### config.mk
export PLATFORM = sky130hd
export DESIGN_NAME = branch_resolve_queue
export DESIGN_NICKNAME = d
export VERILOG_FILES = /design/src/rtl/branch_resolve_queue_pkg.sv /design/src/rtl/branch_resolve_queue_retire_select.sv /design/src/rtl/branch_resolve_queue.sv
export SDC_FILE = /design/constraint.sdc
export NUM_CORES = 1
export LEC_CHECK = 0
export CORE_UTILIZATION = 44
export CTS_CLUSTER_SIZE = 30
export DETAILED_ROUTE_END_ITERATION = 8
export GPL_TIMING_DRIVEN = 1
export PLACE_DENSITY_LB_ADDON = 0.08
export SLEW_MARGIN = 10
export SYNTH_ARGS = -nofsm -noshare
export SYNTH_HDL_FRONTEND = slang
export SYNTH_SLANG_ARGS = --single-unit
### constraint.sdc
create_clock -name clock -period 4.16 [get_ports clock]
set_input_delay 0.416 -clock clock [delete_from_list [all_inputs] [get_ports clock]]
set_output_delay 0.416 -clock clock [all_outputs]
set_load 0.01 [all_outputs]
### src/rtl/branch_resolve_queue_pkg.sv
// Shared types for the branch resolve queue: entry layout, entry state
// encoding and the retire packet sent to the gselect predictor.
package branch_resolve_queue_pkg;

    localparam int XLEN                      = 32;
    localparam int BRQ_N                     = 2;
    localparam int BRANCH_PREDICTION_BITS    = 8;
    localparam int BRANCH_PREDICTION_PC_BITS = 8;

    localparam int BRQ_DEPTH = 8;
    localparam int BRQ_TAG_W = $clog2(BRQ_DEPTH);

    typedef logic [BRQ_TAG_W-1:0] BRQ_TAG;

    // Lifecycle of one queue slot.
    typedef enum logic [1:0] {
        EMPTY    = 2'd0,
        PENDING  = 2'd1,
        RESOLVED = 2'd2
    } BRQ_STATE;

    typedef struct packed {
        BRQ_STATE                               state;
        logic [BRANCH_PREDICTION_PC_BITS-1:0]   pc_slice;
        logic [BRANCH_PREDICTION_BITS-1:0]      history;
        logic                                   pred_taken;
        logic                                   actual_taken;
    } BRQ_ENTRY;

    // Update packet consumed by the gselect predictor.
    typedef struct packed {
        logic                                   valid;
        logic [BRANCH_PREDICTION_PC_BITS-1:0]   pc;
        logic [BRANCH_PREDICTION_BITS-1:0]      bp_indicies;
        logic                                   taken;
    } BRANCH_PREDICTION_PACKET;

endpackage

### src/rtl/branch_resolve_queue_retire_select.sv
// Picks how many head entries retire this cycle: the longest run of
// RESOLVED entries from head, cut right after the first mispredict.
module brq_retire_select
    import branch_resolve_queue_pkg::*;
#(
    parameter int N   = BRQ_N,
    parameter int K_W = $clog2(N + 1)
) (
    input  BRQ_ENTRY [N-1:0] entries,
    output logic [K_W-1:0]   retire_k,
    output logic [N-1:0]     lane_valid,
    output logic [N-1:0]     lane_mispredict
);

    logic stop;

    // Payload fields are carried alongside but not needed for the decision.
    logic unused_payload;

    // Scan head-ordered entries; a mispredicted entry retires but ends the run.
    always_comb begin
        retire_k        = '0;
        lane_valid      = '0;
        lane_mispredict = '0;
        stop            = 1'b0;
        for (int i = 0; i < N; i++) begin
            if (!stop && entries[i].state == RESOLVED) begin
                lane_valid[i] = 1'b1;
                retire_k      = K_W'(i + 1);
                if (entries[i].actual_taken != entries[i].pred_taken) begin
                    lane_mispredict[i] = 1'b1;
                    stop               = 1'b1;
                end
            end else begin
                stop = 1'b1;
            end
        end
    end

    // Fold the untouched payload bits so they are visibly consumed.
    always_comb begin
        unused_payload = 1'b0;
        for (int i = 0; i < N; i++) begin
            unused_payload = unused_payload ^ (^entries[i].pc_slice) ^ (^entries[i].history);
        end
    end

endmodule

### src/rtl/branch_resolve_queue.sv
// In-order tracker for in-flight conditional branches. Entries are allocated
// at dispatch, resolved out of order by execute, and retired in program order
// as predictor update packets; a retiring mispredict flushes younger entries.
module branch_resolve_queue
    import branch_resolve_queue_pkg::*;
#(
    parameter int N     = BRQ_N,
    parameter int DEPTH = BRQ_DEPTH,
    parameter int TAG_W = $clog2(DEPTH)
) (
    input  logic                                           clock,
    input  logic                                           reset,
    input  logic [N-1:0]                                   alloc_valid,
    input  logic [N-1:0][XLEN-1:0]                         alloc_pc,
    input  logic [N-1:0][BRANCH_PREDICTION_BITS-1:0]       alloc_history,
    input  logic [N-1:0]                                   alloc_pred_taken,
    output logic                                           alloc_ready,
    output logic [N-1:0][TAG_W-1:0]                        alloc_tag,
    input  logic [N-1:0]                                   resolve_valid,
    input  logic [N-1:0][TAG_W-1:0]                        resolve_tag,
    input  logic [N-1:0]                                   resolve_taken,
    output BRANCH_PREDICTION_PACKET [N-1:0]                bp_resolve,
    output logic                                           branch_mispredict,
    output logic [TAG_W:0]                                 count
);

    localparam int PC_BITS = BRANCH_PREDICTION_PC_BITS;
    localparam int K_W     = $clog2(N + 1);

    // Pointers carry an extra wrap bit so full and empty are distinguishable.
    logic [TAG_W:0] head;
    logic [TAG_W:0] tail;

    BRQ_ENTRY mem [DEPTH];

    logic [K_W-1:0]                n_alloc;
    logic [N-1:0][TAG_W-1:0]       head_idx;
    BRQ_ENTRY [N-1:0]              head_entries;
    logic [K_W-1:0]                retire_k;
    logic [N-1:0]                  retire_valid;
    logic [N-1:0]                  retire_mispredict;
    logic                          mispredict_now;
    BRANCH_PREDICTION_PACKET [N-1:0] pkt_next;
    logic [N-1:0][XLEN-PC_BITS-1:0] unused_pc_bits;

    assign count = tail - head;

    // Frees from this cycle's retire are not forwarded; only current occupancy counts.
    assign alloc_ready = reset && !branch_mispredict &&
                         (count <= (TAG_W+1)'(DEPTH - N));

    // Compact valid lanes: the k-th valid lane gets tail+k.
    always_comb begin
        n_alloc   = '0;
        alloc_tag = '0;
        for (int i = 0; i < N; i++) begin
            alloc_tag[i] = tail[TAG_W-1:0] + TAG_W'(n_alloc);
            if (alloc_valid[i]) n_alloc = n_alloc + K_W'(1);
        end
    end

    // Only the word-aligned PC slice is stored.
    always_comb begin
        for (int i = 0; i < N; i++) begin
            unused_pc_bits[i] = {alloc_pc[i][XLEN-1:PC_BITS+2], alloc_pc[i][1:0]};
        end
    end

    // Present the oldest N slots in program order to the retire selector.
    always_comb begin
        for (int i = 0; i < N; i++) begin
            head_idx[i]     = head[TAG_W-1:0] + TAG_W'(i);
            head_entries[i] = mem[head_idx[i]];
        end
    end

    brq_retire_select #(
        .N   (N),
        .K_W (K_W)
    ) u_retire_select (
        .entries         (head_entries),
        .retire_k        (retire_k),
        .lane_valid      (retire_valid),
        .lane_mispredict (retire_mispredict)
    );

    assign mispredict_now = |retire_mispredict;

    // Build next-cycle predictor packets from the retiring entries.
    always_comb begin
        for (int i = 0; i < N; i++) begin
            pkt_next[i] = '0;
            if (retire_valid[i]) begin
                pkt_next[i].valid       = 1'b1;
                pkt_next[i].pc          = head_entries[i].pc_slice;
                pkt_next[i].bp_indicies = head_entries[i].history;
                pkt_next[i].taken       = head_entries[i].actual_taken;
            end
        end
    end

    // Queue state: retire at head, then either flush on mispredict or
    // apply this cycle's resolutions and allocations.
    always_ff @(posedge clock or negedge reset) begin
        if (!reset) begin
            head              <= '0;
            tail              <= '0;
            bp_resolve        <= '0;
            branch_mispredict <= 1'b0;
            for (int d = 0; d < DEPTH; d++) mem[d] <= '0;
        end else begin
            bp_resolve        <= pkt_next;
            branch_mispredict <= mispredict_now;
            head              <= head + (TAG_W+1)'(retire_k);

            for (int i = 0; i < N; i++) begin
                if (retire_valid[i]) mem[head_idx[i]].state <= EMPTY;
            end

            if (mispredict_now) begin
                // Everything younger than the mispredict is wrong-path work.
                tail <= head + (TAG_W+1)'(retire_k);
                for (int d = 0; d < DEPTH; d++) mem[d].state <= EMPTY;
            end else begin
                for (int i = 0; i < N; i++) begin
                    if (resolve_valid[i] && mem[resolve_tag[i]].state == PENDING) begin
                        mem[resolve_tag[i]].state        <= RESOLVED;
                        mem[resolve_tag[i]].actual_taken <= resolve_taken[i];
                    end
                end
                if (alloc_ready) begin
                    for (int i = 0; i < N; i++) begin
                        if (alloc_valid[i]) begin
                            mem[alloc_tag[i]].state        <= PENDING;
                            mem[alloc_tag[i]].pc_slice     <= alloc_pc[i][PC_BITS+1:2];
                            mem[alloc_tag[i]].history      <= alloc_history[i];
                            mem[alloc_tag[i]].pred_taken   <= alloc_pred_taken[i];
                            mem[alloc_tag[i]].actual_taken <= 1'b0;
                        end
                    end
                    tail <= tail + (TAG_W+1)'(n_alloc);
                end
            end
        end
    end

endmodule

**After elaboration in Yosys (flattened, before gate mapping)**

Cells that the tools add are included.

- Memory bits (read-only): 0
- Latch bits: 0
- Output and inout port bits: 48
- Logic and storage cells: 199
- Input bits: 96
- RAM bits: 0
- Bits in registers: 205
- Memories kept: 0

- Bitwise operators: 6
- Muxes and demuxes: 102
- Shift-type cells: 0
- Equality and inequality tests: 6
- $mul: 0
- Magnitude comparators: 13
- Divide/modulo/power cells: 0
- Reduce and logical (&&, ||, !) cells: 15
- Add/sub/neg operators: 6

Operators by type and width:

| cell | count |
|---|---|
| bitwise mux 160 bit | 16 |
| two-way mux 160 bit | 11 |
| demux 20 bit (select 3 bit) | 16 |
| two-way mux 20 bit | 14 |
| binary-select mux 20 bit (select 3 bit) | 4 |
| two-way mux 18 bit | 12 |
| greater-or-equal comparator 4 bit, second input constant | 6 |
| < comparator 4 x 1 -> 1 bit, second input constant | 6 |
| two-way mux 2 bit | 12 |
| inverter 3 -> 4 bit | 6 |
| two-way mux 10 bit | 2 |
| two-way mux 1 bit | 13 |
| logical AND 1 bit | 11 |
| adder 4 x 2 -> 4 bit | 2 |
| two-way mux 4 bit | 2 |
| equality test 2 x 1 -> 1 bit, second input constant | 2 |
| equality test 2 bit, second input constant | 2 |
| <= comparator 4 x 3 -> 1 bit, second input constant | 1 |
| subtractor 4 bit | 1 |
| adder 3 x 1 -> 3 bit, second input constant | 1 |
| adder 3 x 2 -> 3 bit | 1 |
| adder 2 x 1 -> 2 bit, second input constant | 1 |
| zero test 1 bit | 2 |
| inequality test 1 bit | 2 |
| 2 further kinds | 2 |

**Logic depth before layout (Yosys ltp)**

- Depth after elaboration: 35
- Mapped depth: 15
- Mapped depth without buffers: 12

**Cells and area by module**

A second synthesis with hierarchy kept.

- Cells, all modules: 1,216
- Area, all modules: 12,528.3 µm²

Modules (own cells, without submodules):

| module | sequential area each (µm²) | cells an instance | area an instance (µm²) | times used |
|---|---|---|---|---|
| branch_resolve_queue | 5,129.9 | 1,204 | 12,450.7 | 1 |
| brq_retire_select | 0.0 | 12 | 77.6 | 1 |

**Least setup slack after synthesis**

No wires, ideal clock.

- Path type: register -> output
- From: register head[1]
- To: output port alloc_ready
- Cell stages (with the launch flop): 12
- Path buffers: 5
- Slack: 0.589 ns
- Data required time: 3.744 ns
- Arrival: 3.155 ns
- Cell sequence: dfrtp_1 clkinv_1 clkbuf_1 fa_1 xor2_1 a311oi_1 nand3_1 buf_2 inv_1 buf_2 clkbuf_1 clkbuf_1

- Longest elaborated chain between the ends: 3

Ends and longest elaborated chain:

| item | RTL line | RTL |
|---|---|---|
| start: declaration | branch_resolve_queue.sv:31 | `logic [TAG_W:0] head;` |
| start signal: assignment | branch_resolve_queue.sv:114 | `head <= head + (TAG_W+1)'(retire_k);` |
| subtractor 4 bit | branch_resolve_queue.sv:46 | `assign count = tail - head;` |
| via count[2] | branch_resolve_queue.sv:24 | `output logic [TAG_W:0] count` |
| <= comparator 4 x 3 -> 1 bit | branch_resolve_queue.sv:50 | `(count <= (TAG_W+1)'(DEPTH - N));` |
| logical AND 1 bit | branch_resolve_queue.sv:49 | `assign alloc_ready = reset && !branch_mispredict &&` |
| end: declaration | branch_resolve_queue.sv:17 | `output logic alloc_ready,` |

The timed path passes the listed nets, and every way through them passes these cells.

**Final worst setup path**

- From: register tail[0]
- To: output port alloc_ready

- Longest elaborated chain between the ends: 3

Ends and longest elaborated chain:

| item | RTL line | RTL |
|---|---|---|
| start: declaration | branch_resolve_queue.sv:32 | `logic [TAG_W:0] tail;` |
| start signal: assignment | branch_resolve_queue.sv:122 | `tail <= head + (TAG_W+1)'(retire_k);` |
| start signal: assignment | branch_resolve_queue.sv:141 | `tail <= tail + (TAG_W+1)'(n_alloc);` |
| subtractor 4 bit | branch_resolve_queue.sv:46 |  |
| <= comparator 4 x 3 -> 1 bit | branch_resolve_queue.sv:50 |  |
| logical AND 1 bit | branch_resolve_queue.sv:49 |  |

Every way passes these cells.

==> flow_metrics.py <==
metrics = {
    "timing": {
        "slew_viol_final": 0,
        "fin_crit_sh": 0.939,
        "fin_skew_ns": 0.0172,
        "relSlewSlack": 0.321,
        "setup_viol": 0,
        "max_freq_ghz": 0.256,
        "whs_ns": 0.264,
        "rsz0062_at_grt": "false",
        "tns_ns": 0,
        "min_period_ns": 3.91,
        "final-hold-violation-count": 0,
        "worst_pin_slew_ns": 1.02,
    },
    "finish": {
        "fin_util": 0.529,
        "area_growth_pct": 18.2,
        "regArea_sq_um": 5130,
        "num-fill-cells": 2870,
        "num_antenna_cells": 0,
        "multi_input_area_sq_um": 7950,
        "drive_gt1_frac": 0.128,
        "finalNetCount": 1777,
    },
    "cts": {
        "cts.clk_slew.worst_paths_ns": 0.06,
        "cts-root-buf": "clkbuf_16",
        "clk_path_buf_depth": 3,
        "cts_made_buffers": 25,
        "ctsHtreeMaxLevel": 1,
        "clock-sinks": 205,
        "worstSkewPairLatency_ns": 0.54,
        "cts_tree": "done",
    },
    "yosys": {
        "yosysUniqueCellTypes": 77,
        "yosys_warnings": 0,
        "synth_nets": 1718,
        "synth_edf_count": 0,
        "avgSynthCellArea_sq_um": 8.54,
        "async_flop_share": 1.00,
        "syn_inst": 1608,
        "synth.yosys.seq_area_share": 0.373,
        "synth_top_flop_cell": "dfrtp_1",
        "syn-cell-area_sq_um": 13700,
        "synth_seq_cells": 205,
    },
    "route": {
        "num_vias": 14477,
        "antenna_left": 0,
        "wl_per_cell_um": 29.3,
        "vias_per_cell": 6.96,
        "drc": 0,
        "wl_um": 60900,
        "drt-pass1-iter-count": 5,
        "first_iter_violations": 2140,
    },
    "power_and_ir_drop": {
        "p_switching_uw": 8330,
        "p_leak_uw": 0.00626,
        "seqPwrFrac": 0.238,
        "clkPwrFrac": 0.149,
        "swShare": 0.514,
        "power.total_uw": 16200,
        "p_int_uw": 7870,
        "p_comb_frac": 0.613,
        "powerDensity_nw_per_um2": 998,
        "peakVddDrop_uv": 631,
    },
    "floorplan": {
        "coreArea_sq_um": 30700,
        "io_pins": 144,
        "rows": 64,
        "start_util": 0.448,
        "design.die.area_sq_um": 31900,
        "dieHeight_um": 179,
        "die_x_um": 179,
    },
    "grt": {
        "grt.total_usage": 0.387,
        "first_global_vias": 14013,
        "grt_max_degree": 86,
        "grt_pass1_wl_um": 90400,
        "antenna_found_initial": 2,
        "gr-total-overflow": 0,
    },
    "critical_path": {
        "cp_max_fo": 21,
        "worstSetupStartpointType": "flop",
        "cp_data_required_time_ns": 3.74,
        "cp-end-kind": "output pin",
        "critical_path_class": "reg -> out",
        "worstPathArrival_ns": 3.49,
    },
    "run": {
        "maxCapViolCount": 0,
    },
    "placement": {
        "gp_congestion": 0.978,
        "place_hpwl_um": 38700,
        "portBuffers": 95,
    },
    "worst_hold_path": {
        "hold_class": "in -> async",
    },
    "outcome": {
        "status": "complete, no violations",
    },
}
[power by group through the flow]
| stage | combinational (uW) | clock [uW] | sequential, uW |
|---|---|---|---|
| CTS | 9580 | 2420 | 3820 |
| finish | 9930 | 2410 | 3860 |
| floorplan | 6090 | 0 | 3560 |
| detailed placement | 9540 | 0 | 3850 |
| global route | 10400 | 2510 | 3950 |
| global placement | 9460 | 0 | 3840 |
[stage by stage]
step	worst slack [ns]	std cells	cell area, sq um
2_1_floorplan	0.589	1608	13700
3_3_place_gp	0.564	2035	15300
3_5_place_dp	0.483	2035	15300
4_1_cts	0.166	2081	16200
5_1_grt	0.0964	2081	16200
6_report	0.253	2081	16200
[cells in the final DEF, fill, tap and decap left out, drive strengths merged, types with 6 or more instances in the layout]
cell type      synthesis  final
xor2                  14     14
o21ai                144    144
ha                    11     11
a221oi                 8      8
a32oi                116    116
nand4                  7      7
mux2i                 32     32
a21oi                 39     39
nor3                  20     20
or3                   40     40
inv                   24     24
nand2b                28     28
and3                  13     13
mux4                  20     20
buf                   45     86
mux2                  35     35
a31oi                 30     30
o221ai                20     20
o31ai                 31     31
clkdlybuf4s50          0     94
nand3                 30     30
dfrtp                205    205
nor2b                  8      8
nand2                172    172
nor2                 230    230
clkbuf               105     32
a211oi                48     48
o211ai                 9      9
clkinv                 2      6
o22ai                 36     36
[state kept, by name, indices dropped and copies added, names as in the netlist]
register and flops:
branch_mispredict 1, mem 160, bp_resolve 36, tail 4, head 4
[worst max-delay path, stage by stage (launching register included)]
cell,delay [ns]
dfrtp_1,0.48
inv_1,0.21
ha_1,0.19
inv_1,0.05
fa_1,0.37
xor2_1,0.19
a311oi_2,0.34
nand3_1,0.11
buf_4,0.26
inv_4,0.18
clkdlybuf4s50_1,0.56
[worst paths after layout]
| check | to | startpoint | slack, ns | cells past startpoint |
|---|---|---|---|---|
| worst max-delay path | alloc_ready | tail[0] | 0.25 | 10 |
| worst min-delay path | mem[79] | reset | 0.26 | 2 |
| worst max register to register | mem[24] | head[0] | 0.40 | 8 |
| worst min register to register | head[3] | head[3] | 0.50 | 1 |
| max in group asynchronous | mem[2] | reset | 1.86 | 4 |
| min in group clock | head[3] | head[3] | 0.50 | 1 |
[Yosys cell counts, drive strengths merged (24+ instances only)]
library cell  number  share of area
nor2             230          0.063
dfrtp            205           0.37
nand2            172          0.047
o21ai            144          0.052
a32oi            116          0.074
clkbuf           105          0.029
a211oi            48          0.027
buf               45          0.016
or3               40          0.018
a21oi             39          0.014
o22ai             36          0.016
mux2              35          0.029
mux2i             32          0.023
o31ai             31          0.017
a31oi             30          0.014
nand3             30          0.011
nand2b            28          0.013
inv               24         0.0066
[logic make-up after synthesis]
family,after synthesis,share of synthesized area
adder cells (fa/ha/maj),14,0.0144
XOR/XNOR,17,0.0119
flip-flops,205,0.373
multiplexers,87,0.0848
buffers and inverters,176,0.0523
AND/OR/NAND/NOR,576,0.189
AO/OA/AOI/OAI,533,0.275
[routing by layer]
metal,global-route usage,up-vias,share of wire
li1,-,6190,-
met4,0.172,0,0.051
met1,0.534,7005,0.41
met3,0.114,223,0.13
met2,0.558,1059,0.42
met5,0,-,0
[cell type report]
cell class,instances,area share
Clock buffer,31,0.0424
Clock inverter,14,0.0130
Inverter,26,0.00616
Multi-Input combinational cell,1227,0.489
Sequential cell,205,0.316
Tap cell,396,0.0305
Timing Repair Buffer,182,0.102
[timing repair]
| item | 4_1_cts | 5_1_grt |
|---|---|---|
| setup buffers | 0 | 0 |
| hold endpoints to repair | 4 | 0 |
| endpoints found under the setup margin | 0 | 1 |
| hold buffers | 1 | 0 |
| resized for setup | 0 | 1 |
Note: power is estimated with default switching activity, not from simulation.
